===== src/rtl/freq_meter_pkg.sv =====
// Shared definitions for the frequency meter: sequencer state encoding,
// the ms-to-cycle conversion and timer sizing helpers.
package freq_meter_pkg;

  localparam int unsigned DEF_CLK_HZ = 50_000_000;

  typedef enum logic [2:0] {
    ST_IDLE  = 3'd0,
    ST_CLEAR = 3'd1,
    ST_GATE  = 3'd2,
    ST_LATCH = 3'd3,
    ST_HOLD  = 3'd4
  } state_t;

  function automatic int unsigned ms_to_cyc(input int unsigned clk_hz, input int unsigned ms);
    return clk_hz / 1000 * ms;
  endfunction

  // Timer width able to hold 0..cyc-1; never narrower than one bit.
  function automatic int unsigned tmr_width(input int unsigned cyc);
    return (cyc > 1) ? $clog2(cyc) : 1;
  endfunction

endpackage


===== src/rtl/freq_gate_ctrl_if.sv =====
// Control/result bundle between the measurement sequencer and its user
// (request, signal under test, result handshake).
interface freq_gate_ctrl_if #(
  parameter int CNT_W = 32
);
  logic             start;
  logic             cont;
  logic             sig_in;
  logic             ack;
  logic             gate;
  logic             busy;
  logic [CNT_W-1:0] count;
  logic             ovf;
  logic             valid;

  modport master (
    output start, cont, sig_in, ack,
    input  gate, busy, count, ovf, valid
  );

  modport slave (
    input  start, cont, sig_in, ack,
    output gate, busy, count, ovf, valid
  );
endinterface


===== src/rtl/edge_sync.sv =====
// Two-flop synchronizer followed by a registered rising-edge detector.
// Output pulse is one clk wide, three cycles after the input transition.
module edge_sync (
  input  logic clk,
  input  logic rst,
  input  logic din,
  output logic rise
);

  logic [1:0] sync_reg;
  logic       prev_reg;
  logic       rise_reg;

  always_ff @(posedge clk or posedge rst) begin
    if (rst) begin
      sync_reg <= 2'b00;
      prev_reg <= 1'b0;
      rise_reg <= 1'b0;
    end else begin
      sync_reg <= {sync_reg[0], din};
      prev_reg <= sync_reg[1];
      rise_reg <= sync_reg[1] & ~prev_reg;
    end
  end

  assign rise = rise_reg;

endmodule


===== src/rtl/freq_gate_ctrl.sv =====
// Frequency meter sequencer: clear, count synchronized rising edges for an
// exact gate window, latch the result, hold for display, optionally repeat.
module freq_gate_ctrl
  import freq_meter_pkg::*;
#(
  parameter int unsigned CLK_HZ  = DEF_CLK_HZ,
  parameter int unsigned GATE_MS = 1000,
  parameter int unsigned HOLD_MS = 1000,
  parameter int unsigned CNT_W   = 32
) (
  input logic             sysclk,
  input logic             reset,
  freq_gate_ctrl_if.slave bus
);

  localparam int unsigned GATE_CYC = ms_to_cyc(CLK_HZ, GATE_MS);
  localparam int unsigned HOLD_CYC = ms_to_cyc(CLK_HZ, HOLD_MS);
  localparam int unsigned GW       = tmr_width(GATE_CYC);
  localparam int unsigned HW       = tmr_width(HOLD_CYC);

  localparam logic [GW-1:0]    GATE_LAST = GW'(GATE_CYC - 1);
  localparam logic [HW-1:0]    HOLD_LAST = HW'((HOLD_CYC > 0) ? HOLD_CYC - 1 : 0);
  localparam logic [CNT_W-1:0] CNT_MAX   = {CNT_W{1'b1}};

  state_t           state_reg, state_next;
  logic [GW-1:0]    gate_tmr_reg, gate_tmr_next;
  logic [HW-1:0]    hold_tmr_reg, hold_tmr_next;
  logic [CNT_W-1:0] cnt_reg, cnt_next;
  logic             ovf_flag_reg, ovf_flag_next;
  logic [CNT_W-1:0] count_reg, count_next;
  logic             ovf_reg, ovf_next;
  logic             valid_reg, valid_next;
  logic             gate_reg, gate_next;
  logic             busy_reg, busy_next;
  logic             rise;

  edge_sync u_edge_sync (
    .clk  (sysclk),
    .rst  (reset),
    .din  (bus.sig_in),
    .rise (rise)
  );

  always_ff @(posedge sysclk or posedge reset) begin
    if (reset) begin
      state_reg    <= ST_IDLE;
      gate_tmr_reg <= '0;
      hold_tmr_reg <= '0;
      cnt_reg      <= '0;
      ovf_flag_reg <= 1'b0;
      count_reg    <= '0;
      ovf_reg      <= 1'b0;
      valid_reg    <= 1'b0;
      gate_reg     <= 1'b0;
      busy_reg     <= 1'b0;
    end else begin
      state_reg    <= state_next;
      gate_tmr_reg <= gate_tmr_next;
      hold_tmr_reg <= hold_tmr_next;
      cnt_reg      <= cnt_next;
      ovf_flag_reg <= ovf_flag_next;
      count_reg    <= count_next;
      ovf_reg      <= ovf_next;
      valid_reg    <= valid_next;
      gate_reg     <= gate_next;
      busy_reg     <= busy_next;
    end
  end

  always_comb begin
    state_next    = state_reg;
    gate_tmr_next = gate_tmr_reg;
    hold_tmr_next = hold_tmr_reg;
    cnt_next      = cnt_reg;
    ovf_flag_next = ovf_flag_reg;
    count_next    = count_reg;
    ovf_next      = ovf_reg;
    valid_next    = valid_reg;

    // Consumer ack; a LATCH in the same cycle overrides this below.
    if (bus.ack && valid_reg) begin
      valid_next = 1'b0;
    end

    case (state_reg)
      ST_IDLE: begin
        if (bus.start || bus.cont) begin
          state_next = ST_CLEAR;
        end
      end
      ST_CLEAR: begin
        cnt_next      = '0;
        ovf_flag_next = 1'b0;
        gate_tmr_next = '0;
        state_next    = ST_GATE;
      end
      ST_GATE: begin
        if (rise && gate_reg) begin
          if (cnt_reg == CNT_MAX) begin
            ovf_flag_next = 1'b1;
          end else begin
            cnt_next = cnt_reg + 1'b1;
          end
        end
        if (gate_tmr_reg == GATE_LAST) begin
          state_next = ST_LATCH;
        end else begin
          gate_tmr_next = gate_tmr_reg + 1'b1;
        end
      end
      ST_LATCH: begin
        count_next    = cnt_reg;
        ovf_next      = ovf_flag_reg;
        valid_next    = 1'b1;
        hold_tmr_next = '0;
        if (HOLD_CYC == 0) begin
          state_next = bus.cont ? ST_CLEAR : ST_IDLE;
        end else begin
          state_next = ST_HOLD;
        end
      end
      ST_HOLD: begin
        if (hold_tmr_reg == HOLD_LAST) begin
          state_next = bus.cont ? ST_CLEAR : ST_IDLE;
        end else begin
          hold_tmr_next = hold_tmr_reg + 1'b1;
        end
      end
      default: begin
        state_next = ST_IDLE;
      end
    endcase

    // Flopped from the next state so gate/busy line up exactly with the state.
    gate_next = (state_next == ST_GATE);
    busy_next = (state_next != ST_IDLE);
  end

  assign bus.gate  = gate_reg;
  assign bus.busy  = busy_reg;
  assign bus.count = count_reg;
  assign bus.ovf   = ovf_reg;
  assign bus.valid = valid_reg;

endmodule


===== src/flat_wrapper.sv =====
// flat-port wrapper written by rule: the top's interface ports become plain ports
module freq_gate_ctrl_flat import freq_meter_pkg::*;
#(
  parameter int unsigned CLK_HZ  = DEF_CLK_HZ,
  parameter int unsigned GATE_MS = 1000,
  parameter int unsigned HOLD_MS = 1000,
  parameter int unsigned CNT_W   = 32
)
  (sysclk, reset, bus_start, bus_cont, bus_sig_in, bus_ack, bus_gate, bus_busy, bus_count, bus_ovf, bus_valid);
  freq_gate_ctrl_if #(.CNT_W(CNT_W)) bus_i ();
  input logic sysclk;
  input logic reset;
  input wire logic [$bits(bus_i.start)-1:0] bus_start;
  input wire logic [$bits(bus_i.cont)-1:0] bus_cont;
  input wire logic [$bits(bus_i.sig_in)-1:0] bus_sig_in;
  input wire logic [$bits(bus_i.ack)-1:0] bus_ack;
  output wire logic [$bits(bus_i.gate)-1:0] bus_gate;
  output wire logic [$bits(bus_i.busy)-1:0] bus_busy;
  output wire logic [$bits(bus_i.count)-1:0] bus_count;
  output wire logic [$bits(bus_i.ovf)-1:0] bus_ovf;
  output wire logic [$bits(bus_i.valid)-1:0] bus_valid;
  assign bus_i.start = bus_start;
  assign bus_i.cont = bus_cont;
  assign bus_i.sig_in = bus_sig_in;
  assign bus_i.ack = bus_ack;
  assign bus_gate = bus_i.gate;
  assign bus_busy = bus_i.busy;
  assign bus_count = bus_i.count;
  assign bus_ovf = bus_i.ovf;
  assign bus_valid = bus_i.valid;
  freq_gate_ctrl #(.CLK_HZ(CLK_HZ), .GATE_MS(GATE_MS), .HOLD_MS(HOLD_MS), .CNT_W(CNT_W)) u_core (.sysclk(sysclk), .reset(reset), .bus(bus_i));
endmodule

===== config.mk =====
export PLATFORM = sky130hd
export DESIGN_NAME = freq_gate_ctrl_flat
export DESIGN_NICKNAME = d
export VERILOG_FILES = /design/src/rtl/freq_meter_pkg.sv /design/src/rtl/freq_gate_ctrl_if.sv /design/src/rtl/edge_sync.sv /design/src/rtl/freq_gate_ctrl.sv /design/src/flat_wrapper.sv
export SDC_FILE = /design/constraint.sdc
export NUM_CORES = 1
export LEC_CHECK = 0
export CORE_MARGIN = 1.5
export CORE_UTILIZATION = 30
export DETAILED_ROUTE_END_ITERATION = 10
export HOLD_SLACK_MARGIN = 0.08
export SETUP_SLACK_MARGIN = 0.1
export SYNTH_ARGS = -nofsm -noshare
export SYNTH_HDL_FRONTEND = slang
export SYNTH_SLANG_ARGS = --single-unit

===== constraint.sdc =====
create_clock -name sysclk -period 4.47 [get_ports sysclk]
set_input_delay 0.894 -clock sysclk [delete_from_list [all_inputs] [get_ports sysclk]]
set_output_delay 0.894 -clock sysclk [all_outputs]
set_load 0.05 [all_outputs]

**Word level (Yosys, flattened, before mapping)**

Index checks and enable logic that the tools add are counted.

- Word-level logic and storage cells: 60
- Input port bits: 6
- Register bits after elaboration: 128

- Equal/unequal tests: 13
- Bitwise operators: 2
- Add/sub/neg operators: 3
- Reductions and logical operators: 12
- Mux-type cells: 17

Operators with widths:

| cell | count |
|---|---|
| $pmux W26 S2 | 2 |
| $mux W32 | 2 |
| $pmux W32 S2 | 1 |
| $add A26 B1 Y26 const B | 2 |
| $eq A26 B26 Y1 const B | 2 |
| $mux W26 | 2 |
| $add A32 B1 Y32 const B | 1 |
| $eq A32 B32 Y1 const B | 1 |
| $pmux W3 S5 | 1 |
| $eq A3 B2 Y1 const B | 3 |
| $mux W3 | 3 |
| $ne A2 B2 Y1 const B | 3 |
| $reduce_and A3 Y1 | 2 |
| $reduce_bool A2 Y1 | 3 |
| $mux W1 | 5 |
| $ne A2 B1 Y1 const B | 2 |
| $reduce_and A2 Y1 | 2 |
| $eq A3 B1 Y1 const B | 1 |
| $eq A3 B3 Y1 const B | 1 |
| $logic_not A3 Y1 | 1 |
| $reduce_bool A3 Y1 | 1 |
| $logic_and A1 B1 Y1 | 2 |
| $pmux W1 S2 | 1 |
| $and A1 B1 Y1 | 1 |
| 2 further kinds | 2 |

**Depth between registers and ports, before layout**

Gate-level depths: netlist of the first run.

- Depth in word-level cells: 4
- Mapped depth: 9
- Gate-level depth less buffers: 6

**Hierarchy**

From an unflattened synthesis of the first run, not the netlist that was laid out.

- Cell total of the unflattened synthesis: 687
- Area total of the unflattened synthesis: 6253.5 um^2

By module, submodules not included:

| module | area each (um^2) | times used | cells each |
|---|---|---|---|
| freq_gate_ctrl | 6135.9 | 1 | 681 |
| edge_sync | 117.6 | 1 | 6 |

**Worst setup path before layout of the first run**

No wires, ideal clock.

- Kind: register to register
- From: register u_core.cnt_reg[0]
- To: register u_core.cnt_reg[30]
- Cell stages (with the launch flop): 8
- Setup slack: 2.145 ns
- Data required time: 4.393 ns
- Arrival: 2.248 ns
- Clock period less this slack: 2.325 ns
- Library setup time: 0.077 ns
- Cells stage by stage: dfrtp_1 -> ha_1 -> nand3_4 -> or3_1 -> buf_2 -> a211o_4 -> or4_1 -> a21oi_1

- Longest elaborated chain between the ends: 4

RTL lines:

| element | RTL line | RTL |
|---|---|---|
| start, declared | freq_gate_ctrl.sv:28 | `logic [CNT_W-1:0] cnt_reg, cnt_next;` |
| start signal, assigned | freq_gate_ctrl.sv:60 | `cnt_reg <= cnt_next;` |
| $add A32 B1 Y32 | freq_gate_ctrl.sv:102 | `cnt_next = cnt_reg + 1'b1;` |
| $mux W32 | freq_gate_ctrl.sv:99 | `if (cnt_reg == CNT_MAX) begin` |
| $mux W32 | freq_gate_ctrl.sv:98 | `if (rise && gate_reg) begin` |
| $pmux W32 S2 | freq_gate_ctrl.sv:85 | `case (state_reg)` |

Parallel ways exist; a longest one is shown, timed or not. The select of a mux whose other input is x is not followed.
A chain may end at the register's enable or synchronous reset.

**Final worst setup path of the first run**

- From: register u_core.state_reg[1]
- To: register u_core.hold_tmr_reg[25]

- Longest elaborated chain between the ends: 3

RTL lines:

| element | RTL line | RTL |
|---|---|---|
| start, declared | freq_gate_ctrl.sv:25 | `state_t state_reg, state_next;` |
| start signal, assigned | freq_gate_ctrl.sv:57 | `state_reg <= state_next;` |
| $eq A3 B3 Y1 / $eq A3 B2 Y1 (equally long branches) | freq_gate_ctrl.sv:85 |  |
| $ne A2 B2 Y1 (no line) / $reduce_bool A2 Y1 (equally long branches) | - |  |
| $reduce_and A2 Y1 (no line) | - |  |
| end signal, assigned | freq_gate_ctrl.sv:59 | `hold_tmr_reg <= hold_tmr_next;` |
| end, declared | freq_gate_ctrl.sv:27 | `logic [HW-1:0] hold_tmr_reg, hold_tmr_next;` |

Parallel ways exist; a longest one is shown, timed or not.

==> flow_summary.ini, run 1 <==
[outcome]
run_status = completed

[sta]
worst_slew_pin_slew_ns = 0.960
drv_slew = 0
setup_viol = 0
setup_tns_ns = 0
hold_violations = 0
rsz_0062_raised_after_global_routing = no
final_period_minus_worst_setup_slack_ns = 2.86
finalClockSkew_ns = 0.00554
finalCritPeriodShare_pct = 64.0
slew_headroom_pct = 35.9
max_freq_ghz = 0.349

[setup_path]
worstRegToRegCells = 5
critical_path.endpoint_type = flop
startpoint_type = flop
critPathKind = reg2reg
critPathMaxFanout = 47
crit_arrival_ns = 3.18
required_time_of_the_critical_path_ns = 4.79

[power_and_ir_drop]
cellInternalPower_w = 0.00225
swShare_pct = 31.5
power.share.clock_pct = 40.2
powerDensity_nw_per_um2 = 433
power.sequential.fraction_pct = 40.5
netSwitchingPower_w = 0.00103
power_leakage_nw = 3.14
power.combinational.fraction_pct = 19.3
worst_ir_drop_vdd_v = 0.000284

[clock_network]
clock-root-buffer = clkbuf_16
depth_of_the_cts_h_tree = 4
post-cts-setup-buffers = 0
tritoncts.num_buffers = 17
worst_skew_pair.late_latency_ns = 0.41
clk_transition_reported_paths_ns = 0.05
cts.sink_count = 128
cts_hold_buf = 0
cts_resized = 0
cts_tree = done
clock_path_buffers = 2

[global_route]
grt_pass1_vias = 4879
global_route_wire_length_before_repair_um = 24600
grt_max_degree = 62
total_routing_usage_gr_pct = 14.0
gr-total-overflow = 0
number_of_antenna_violations_at_the_first_check_in_global_routing = 0

[drt]
drtIter0Drc = 365
drcViolationCount = 0
viasPerCell = 5.09
ant_nets = 0
detailroute.via_count = 5053
routed_wirelength_um = 14400
detail_route.wl_per_cell_um = 14.5
drt_pre_antenna_iters = 4

[layout]
sequential_cell_area_sq_um = 3200
fillers = 2088
final_cell_mix = 130 x nand2_1, 128 x dfrtp_1, 41 x clkdlybuf4s50_1, 40 x nor2_1, 34 x a21oi_1
share_of_the_core_filled_with_cells_in_the_final_layout_pct = 37.0
design.final.nets = 720
multi_input_area_sq_um = 2900
layout-drive-gt1-share_pct = 9.54
antennaDiodeCount = 0
flow.area_growth_from_synthesis_pct = 19.6
layout_commonest_cell = nand2_1

[worst_hold_path]
worst_hold_path_type = reg2reg
worstHoldPathCells = 0

[die]
std_cell_rows = 52
die_width_um = 148
initial_core_util_pct = 31.0
core-area_sq_um = 20400
floorplan_die_height_um = 148
die_area_sq_um = 22000
design.portCount = 42

[placed_design]
place_hpwl_um = 9450
globalplace.congestion = 0.771
port-buffer-count = 41

[synth]
synth_flop_cell = dfrtp_1
netlist_area_sq_um = 6330
synth-async-reset-ratio_pct = 100
synth.net_count = 684
ys.warnings.count = 0
synth-edff-count = 0
synth_cell_types = 67
sequential_to_total_area_share_from_yosys_stat_pct = 50.6
number_of_register_bits_inferred_by_synthesis = 128
syn-mean-instance-area_sq_um = 9.37
postSynthCellCount = 675

[job]
cap_violations = 0
## worst max-delay path: stages, from the launching register on
cell,delay [ns]
dfrtp_1,0.58
and3b_2,0.89
o21ai_1,0.21
or4_1,0.58
or3_1,0.37
a21oi_1,0.14
## per-layer routing
layer	up-vias	part of all wire, %	global-route usage [%]
li1	2508	-	-
met2	69	47	21.8
met4	0	0.44	3.56
met3	4	3.6	3.90
met1	2472	49	19.2
met5	-	0	0
## synthesized netlist by cell type (all sizes together) (5+ instances only)
library cell / instances / share of area [%]
nand2: 131 / 7.8
clkbuf: 23 / 1.4
o21ai: 29 / 2.3
inv: 23 / 1.4
or3: 19 / 1.9
or4: 23 / 2.8
nor3: 14 / 1.2
o31ai: 24 / 2.9
nor4: 18 / 2.0
or2: 6 / 0.59
o211ai: 9 / 1.1
nand3: 24 / 2.1
mux2i: 6 / 0.95
and3: 11 / 1.1
buf: 8 / 0.93
dfrtp: 128 / 51
nand4: 18 / 1.9
and4: 8 / 1.1
xnor2: 21 / 2.9
a211oi: 5 / 0.59
a21oi: 38 / 3.2
nor2: 41 / 2.5
## power by group through the flow
stage          sequential, W  clock, W  combinational [W]
2_1_floorplan        0.00137         0           0.000440
3_3_place_gp         0.00134         0           0.000640
3_5_place_dp         0.00135         0           0.000642
4_1_cts              0.00133   0.00136           0.000644
5_1_grt              0.00134   0.00141           0.000702
6_report             0.00133   0.00132           0.000632
## per-stage QoR
step	instances	setup slack, ns	power [W]	instance area (sq um)	hold slack [ns]
finish	993	1.61	0.00328	7570	0.357
global route	993	1.33	0.00345	7570	0.368
CTS	993	1.55	0.00333	7570	0.365
detailed placement	962	1.54	0.00199	7010	0.354
global placement	962	1.58	0.00198	7010	0.335
floorplan	675	0.163	0.00181	6330	0.331
## area by class of cell
class	instances	area share, %
clock inverters	7	1.12
well taps	270	4.47
multi-input cells	493	38.4
flip-flops and latches	128	42.3
inverters	23	1.17
clock buffers	24	6.23
repair buffers	48	6.28
## kinds of logic after synthesis
group           after synthesis  share of synthesized area [%]
simple gates                336                           28.0
flops                       128                           50.6
compound gates              125                           13.0
buf+inv                      54                           3.68
xor+xnor                     23                           3.18
mux                           6                          0.949
fa+ha+maj                     3                          0.593
## path summary, 6_finish.rpt
check,from,endpoint,slack [ns]
max,u_core.state_reg[1],u_core.hold_tmr_reg[25],1.61
min,u_core.u_edge_sync.sync_reg[0],u_core.u_edge_sync.sync_reg[1],0.36
max reg2reg,u_core.state_reg[1],u_core.hold_tmr_reg[25],1.61
min reg2reg,u_core.u_edge_sync.sync_reg[0],u_core.u_edge_sync.sync_reg[1],0.36
max in group asynchronous,reset,u_core.bus.count[1],2.62
min in group asynchronous,reset,u_core.gate_tmr_reg[14],0.99
(Power assumes the default switching activity.)
==> run 2, diff against run 1 <==
==> constraint.sdc (replaced) <==
create_clock -name sysclk -period 2.7 [get_ports sysclk]
set_input_delay 0.54 -clock sysclk [delete_from_list [all_inputs] [get_ports sysclk]]
set_output_delay 0.54 -clock sysclk [all_outputs]
set_load 0.05 [all_outputs]
==> flow_summary.ini, run 2 (synthesis results as in run 1) <==
[sta]
setup_tns_ns = 0
finalCritPeriodShare_pct = 89.7
layout_setup_ws_ns = 0.279
rsz_0062_raised_after_global_routing = no
slew_headroom_pct = 49.6
drv_slew = 0
finalClockSkew_ns = 0.00722
worst_slew_pin_slew_ns = 0.754
hold_violations = 0
setup_viol = 0
max_freq_ghz = 0.413
final_period_minus_worst_setup_slack_ns = 2.42

[drt]
drtIter0Drc = 303
viasPerCell = 5.06
drt_pre_antenna_iters = 4
detailroute.via_count = 5126
ant_nets = 0
routed_wirelength_um = 14400
drcViolationCount = 0
detail_route.wl_per_cell_um = 14.2

[layout]
fillers = 2086
layout_commonest_cell = nand2_1
layout-drive-gt1-share_pct = 12.7
flow.area_growth_from_synthesis_pct = 23.5
antennaDiodeCount = 0
sequential_cell_area_sq_um = 3200
final_cell_mix = 130 x nand2_1, 128 x dfrtp_1, 41 x clkdlybuf4s50_1, 40 x nor2_1, 34 x a21oi_1
multi_input_area_sq_um = 2910
final-instance-count-excl-fill = 1013
design.final.nets = 739

[setup_path]
cpLargestDelayFamily = simple AND/OR/NAND/NOR gates
critical_path.endpoint_type = flop
chain_of_cells_forming_the_critical_path = ha_1, nand3_4, or3_4, a211o_4, or4_1, a21oi_1
required_time_of_the_critical_path_ns = 3.05
critPathKind = reg2reg
worst-r2r-setup-slack_ns = 0.28
critical-path-slowest-cell = or4_1
critPathMaxFanout = 10
rr_startpoint = u_core.cnt_reg[0]
crit_arrival_ns = 2.77
worstRegToRegCells = 6
startpoint_type = flop
worstPathBufferInverterCount = 0
worstReg2RegEnd = u_core.cnt_reg[30]
slowest_delay_ns = 0.50

[placed_design]
globalplace.congestion = 0.760
dp.cells = 981
place_hpwl_um = 9550
port-buffer-count = 41
preCtsSetupSlack_ns = 0.218

[clock_network]
clk_transition_reported_paths_ns = 0.06
clock-root-buffer = clkbuf_16
post-cts-setup-buffers = 0
worst_skew_pair.late_latency_ns = 0.42
depth_of_the_cts_h_tree = 4
clock_path_buffers = 2
cts_tree = done
tritoncts.num_buffers = 17
cts.sink_count = 128

[die]
initial_core_util_pct = 31.0
die_width_um = 148
floorplan_die_height_um = 148
design.portCount = 42
die_area_sq_um = 22000
core-area_sq_um = 20400
std_cell_rows = 52

[global_route]
grt_max_degree = 47
total_routing_usage_gr_pct = 14.0
number_of_antenna_violations_at_the_first_check_in_global_routing = 0
gr-total-overflow = 0
grt_pass1_vias = 4944
global_route_wire_length_before_repair_um = 24800

[outcome]
run_status = completed

[power_and_ir_drop]
power_leakage_nw = 3.27
powerDensity_nw_per_um2 = 743
overall_power_w = 0.00580
worst_ir_drop_vdd_v = 0.000548

[worst_hold_path]
worstHoldPathCells = 0
hold_path_startpoint = u_core.u_edge_sync.sync_reg[0]
worst_hold_path_type = reg2reg
endpoint_with_the_worst_hold_slack = u_core.u_edge_sync.sync_reg[1]

[job]
cap_violations = 0
==> run 2: cell count changes in the layout (fill, tap and decap cells not counted) <==
cell,before,now
buf_12,1,3
buf_4,6,23
bufinv_16,2,4
clkbuf_1,5,1
clkbuf_8,2,3
clkinvlp_4,0,3
inv_4,1,0
or3_1,17,16
or3_4,0,1
==> run 2: where the power goes <==
part           internal [W]  switching, W  leakage [nW]
logic              0.000379      0.000826          1.19
clock network       0.00161      0.000844         0.309
registers           0.00203      0.000115          1.77
==> run 2: what timing repair did <==
action,4_1_cts,5_1_grt
setup endpoints to repair,0,1
resized for setup,0,1
hold buffers,0,0
==> run 2: routing by layer <==
layer	part of all wire, %	track usage, %
met1	51	19.8
met2	44	21.1
met3	3.8	3.90
met4	1.1	4.06
met5	0	0
==> run 2: worst max path at each step <==
stage / to / startpoint / slack, ns / depth (start not counted)
finish: u_core.cnt_reg[30] / u_core.cnt_reg[0] / 0.28 / 6
global route: u_core.cnt_reg[30] / u_core.cnt_reg[0] / 0.17 / 6
CTS: u_core.cnt_reg[30] / u_core.cnt_reg[0] / 0.20 / 6
detailed placement: u_core.cnt_reg[30] / u_core.cnt_reg[0] / 0.22 / 6
global placement: u_core.cnt_reg[30] / u_core.cnt_reg[0] / 0.26 / 6
floorplan: u_core.cnt_reg[30] / u_core.cnt_reg[0] / 0.37 / 7
==> run 2: cell type report <==
class                           count  area share [%]
Clock inverter                     11            2.05
Clock buffer                       21            6.02
Multi-Input combinational cell    493            37.2
Sequential cell                   128            41.0
Timing Repair Buffer               67            8.23
Tap cell                          270            4.32
Inverter                           23            1.15
==> run 2: metrics by stage <==
step / instance area [sq um] / hold slack, ns / utilization, %
3_3_place_gp: 7180 / 0.355 / 35.1
6_report: 7810 / 0.366 / 38.2
4_1_cts: 7810 / 0.374 / 38.2
5_1_grt: 7810 / 0.380 / 38.2
3_5_place_dp: 7180 / 0.357 / 35.1
2_1_floorplan: 6330 / 0.331 / -
==> run 2: worst register-to-register path, delay by kind of cell (launching register included) <==
kind / cells / cell delay, ns
fa+ha+maj: 1 / 0.29
flops: 1 / 0.43
compound gates: 2 / 0.52
simple gates: 3 / 1.12
==> run 3, diff against run 2 <==
==> constraint.sdc (replaced) <==
create_clock -name sysclk -period 2.2 [get_ports sysclk]
set_input_delay 0.44 -clock sysclk [delete_from_list [all_inputs] [get_ports sysclk]]
set_output_delay 0.44 -clock sysclk [all_outputs]
set_load 0.05 [all_outputs]
==> flow_summary.ini, run 3 (synthesis results as in run 1) <==
[sta]
drv_slew = 0
rsz_0062_raised_after_global_routing = yes
hold_violations = 0
layout_setup_ws_ns = 0.0786
final_period_minus_worst_setup_slack_ns = 2.12
max_freq_ghz = 0.471
finalCritPeriodShare_pct = 96.4
finalClockSkew_ns = 0.00996
setup_viol = 0
slew_headroom_pct = 63.7
setup_tns_ns = 0
worst_slew_pin_slew_ns = 0.543

[setup_path]
startpoint_type = flop
required_time_of_the_critical_path_ns = 2.55
crit_arrival_ns = 2.48
critical_path.endpoint_type = flop
critPathMaxFanout = 8
critPathKind = reg2reg

[global_route]
global_route_wire_length_before_repair_um = 25800
number_of_antenna_violations_at_the_first_check_in_global_routing = 0
gr-total-overflow = 0
grt_pass1_vias = 5167
grt_max_degree = 73
total_routing_usage_gr_pct = 14.7

[clock_network]
depth_of_the_cts_h_tree = 4
cts.sink_count = 128
tritoncts.num_buffers = 17
worst_skew_pair.late_latency_ns = 0.43
clock_path_buffers = 2
clock-root-buffer = clkbuf_16
clk_transition_reported_paths_ns = 0.06
cts_tree = done

[drt]
drtIter0Drc = 379
detailroute.via_count = 5334
drcViolationCount = 0
viasPerCell = 5.02
ant_nets = 0
routed_wirelength_um = 15300
detail_route.wl_per_cell_um = 14.4
drt_pre_antenna_iters = 4

[layout]
fillers = 2048
final_cell_mix = 130 x nand2_1, 128 x dfrtp_1, 69 x buf_4, 40 x nor2_1, 40 x clkdlybuf4s50_1
design.final.nets = 788
antennaDiodeCount = 0
layout_commonest_cell = nand2_1
layout-drive-gt1-share_pct = 19.2
post-route-cell-area_sq_um = 8240
flow.area_growth_from_synthesis_pct = 30.2

[die]
design.portCount = 42
std_cell_rows = 52
initial_core_util_pct = 31.0
die_width_um = 148
floorplan_die_height_um = 148
die_area_sq_um = 22000
core-area_sq_um = 20400

[power_and_ir_drop]
worst_ir_drop_vdd_v = 0.000427
powerDensity_nw_per_um2 = 884
power_leakage_nw = 3.52

[placed_design]
port-buffer-count = 41
dpl_cell_area_sq_um = 7470
preCtsSetupSlack_ns = 0.0512
place_hpwl_um = 10100
globalplace.congestion = 0.791

[outcome]
run_status = completed

[job]
cap_violations = 0

[worst_hold_path]
worst_hold_path_type = reg2reg
## run 3: cell types whose count changed in the layout (fill, tap and decap cells not counted), moves of 2 or more
| cell | previous run | this run |
|---|---|---|
| buf_4 | 23 | 69 |
| a21oi_1 | 34 | 30 |
| a21oi_2 | 4 | 8 |
| buf_6 | 0 | 3 |
| clkinv_2 | 5 | 3 |
| clkinv_4 | 0 | 2 |
| or4_1 | 19 | 17 |
| or4_4 | 1 | 3 |
## run 3: final cells by class
cell class	instances	area [sq um]	area share, %
sequential	128	3200	38.9
multi-input combinational	494	2990	36.3
timing repair buffer	115	1000	12.2
clock buffer	23	488	5.92
tap	270	338	4.10
clock inverter	9	130	1.58
inverter	23	90.1	1.09
## run 3: critical path, cell delays in order (launching register included)
cell and delay, ns:
dfrtp_1 0.39, buf_6 0.15, nand4b_1 0.17, a21o_4 0.28, a2111o_1 0.48, or4_4 0.44, a21oi_2 0.14
## run 3: per-layer routing
metal	wire length, um	vias to the layer above	track usage (%)
met5	0	-	0
met4	337	0	6.73
met3	548	24	3.71
met2	6980	82	22.4
met1	7460	2573	19.8
li1	-	2655	-
## run 3: stage by stage
step	total power, W	utilization (%)	hold slack (ns)	cells
floorplan	0.00370	-	0.331	675
global placement	0.00426	36.6	0.334	1019
detailed placement	0.00428	36.6	0.337	1019
CTS	0.00724	39.6	0.350	1051
global route	0.00763	40.3	0.350	1062
finish	0.00728	40.3	0.347	1062
## run 3: what timing repair did
action	4_1_cts	5_1_grt
pin swaps	1	5
setup endpoints to repair	5	23
resized for setup	2	15
buffers inserted	0	10
endpoints found under the hold margin	0	0
hold buffers	0	0
cloned	0	1
## run 3: final timing paths
path,cells after the start,slack (ns),end,start
min in group asynchronous,3,0.48,u_core.cnt_reg[18],reset
max,6,0.08,u_core.cnt_reg[23],u_core.state_reg[1]
min,0,0.35,u_core.u_edge_sync.sync_reg[1],u_core.u_edge_sync.sync_reg[0]
min reg2reg,0,0.35,u_core.u_edge_sync.sync_reg[1],u_core.u_edge_sync.sync_reg[0]
max in group asynchronous,3,1.38,u_core.hold_tmr_reg[20],reset
max reg2reg,6,0.08,u_core.cnt_reg[23],u_core.state_reg[1]
## run 3: where the power goes
part	switching (W)	internal, W
logic	0.00111	0.000610
clock network	0.00105	0.00190
registers	0.000124	0.00249
total	0.00228	0.00500
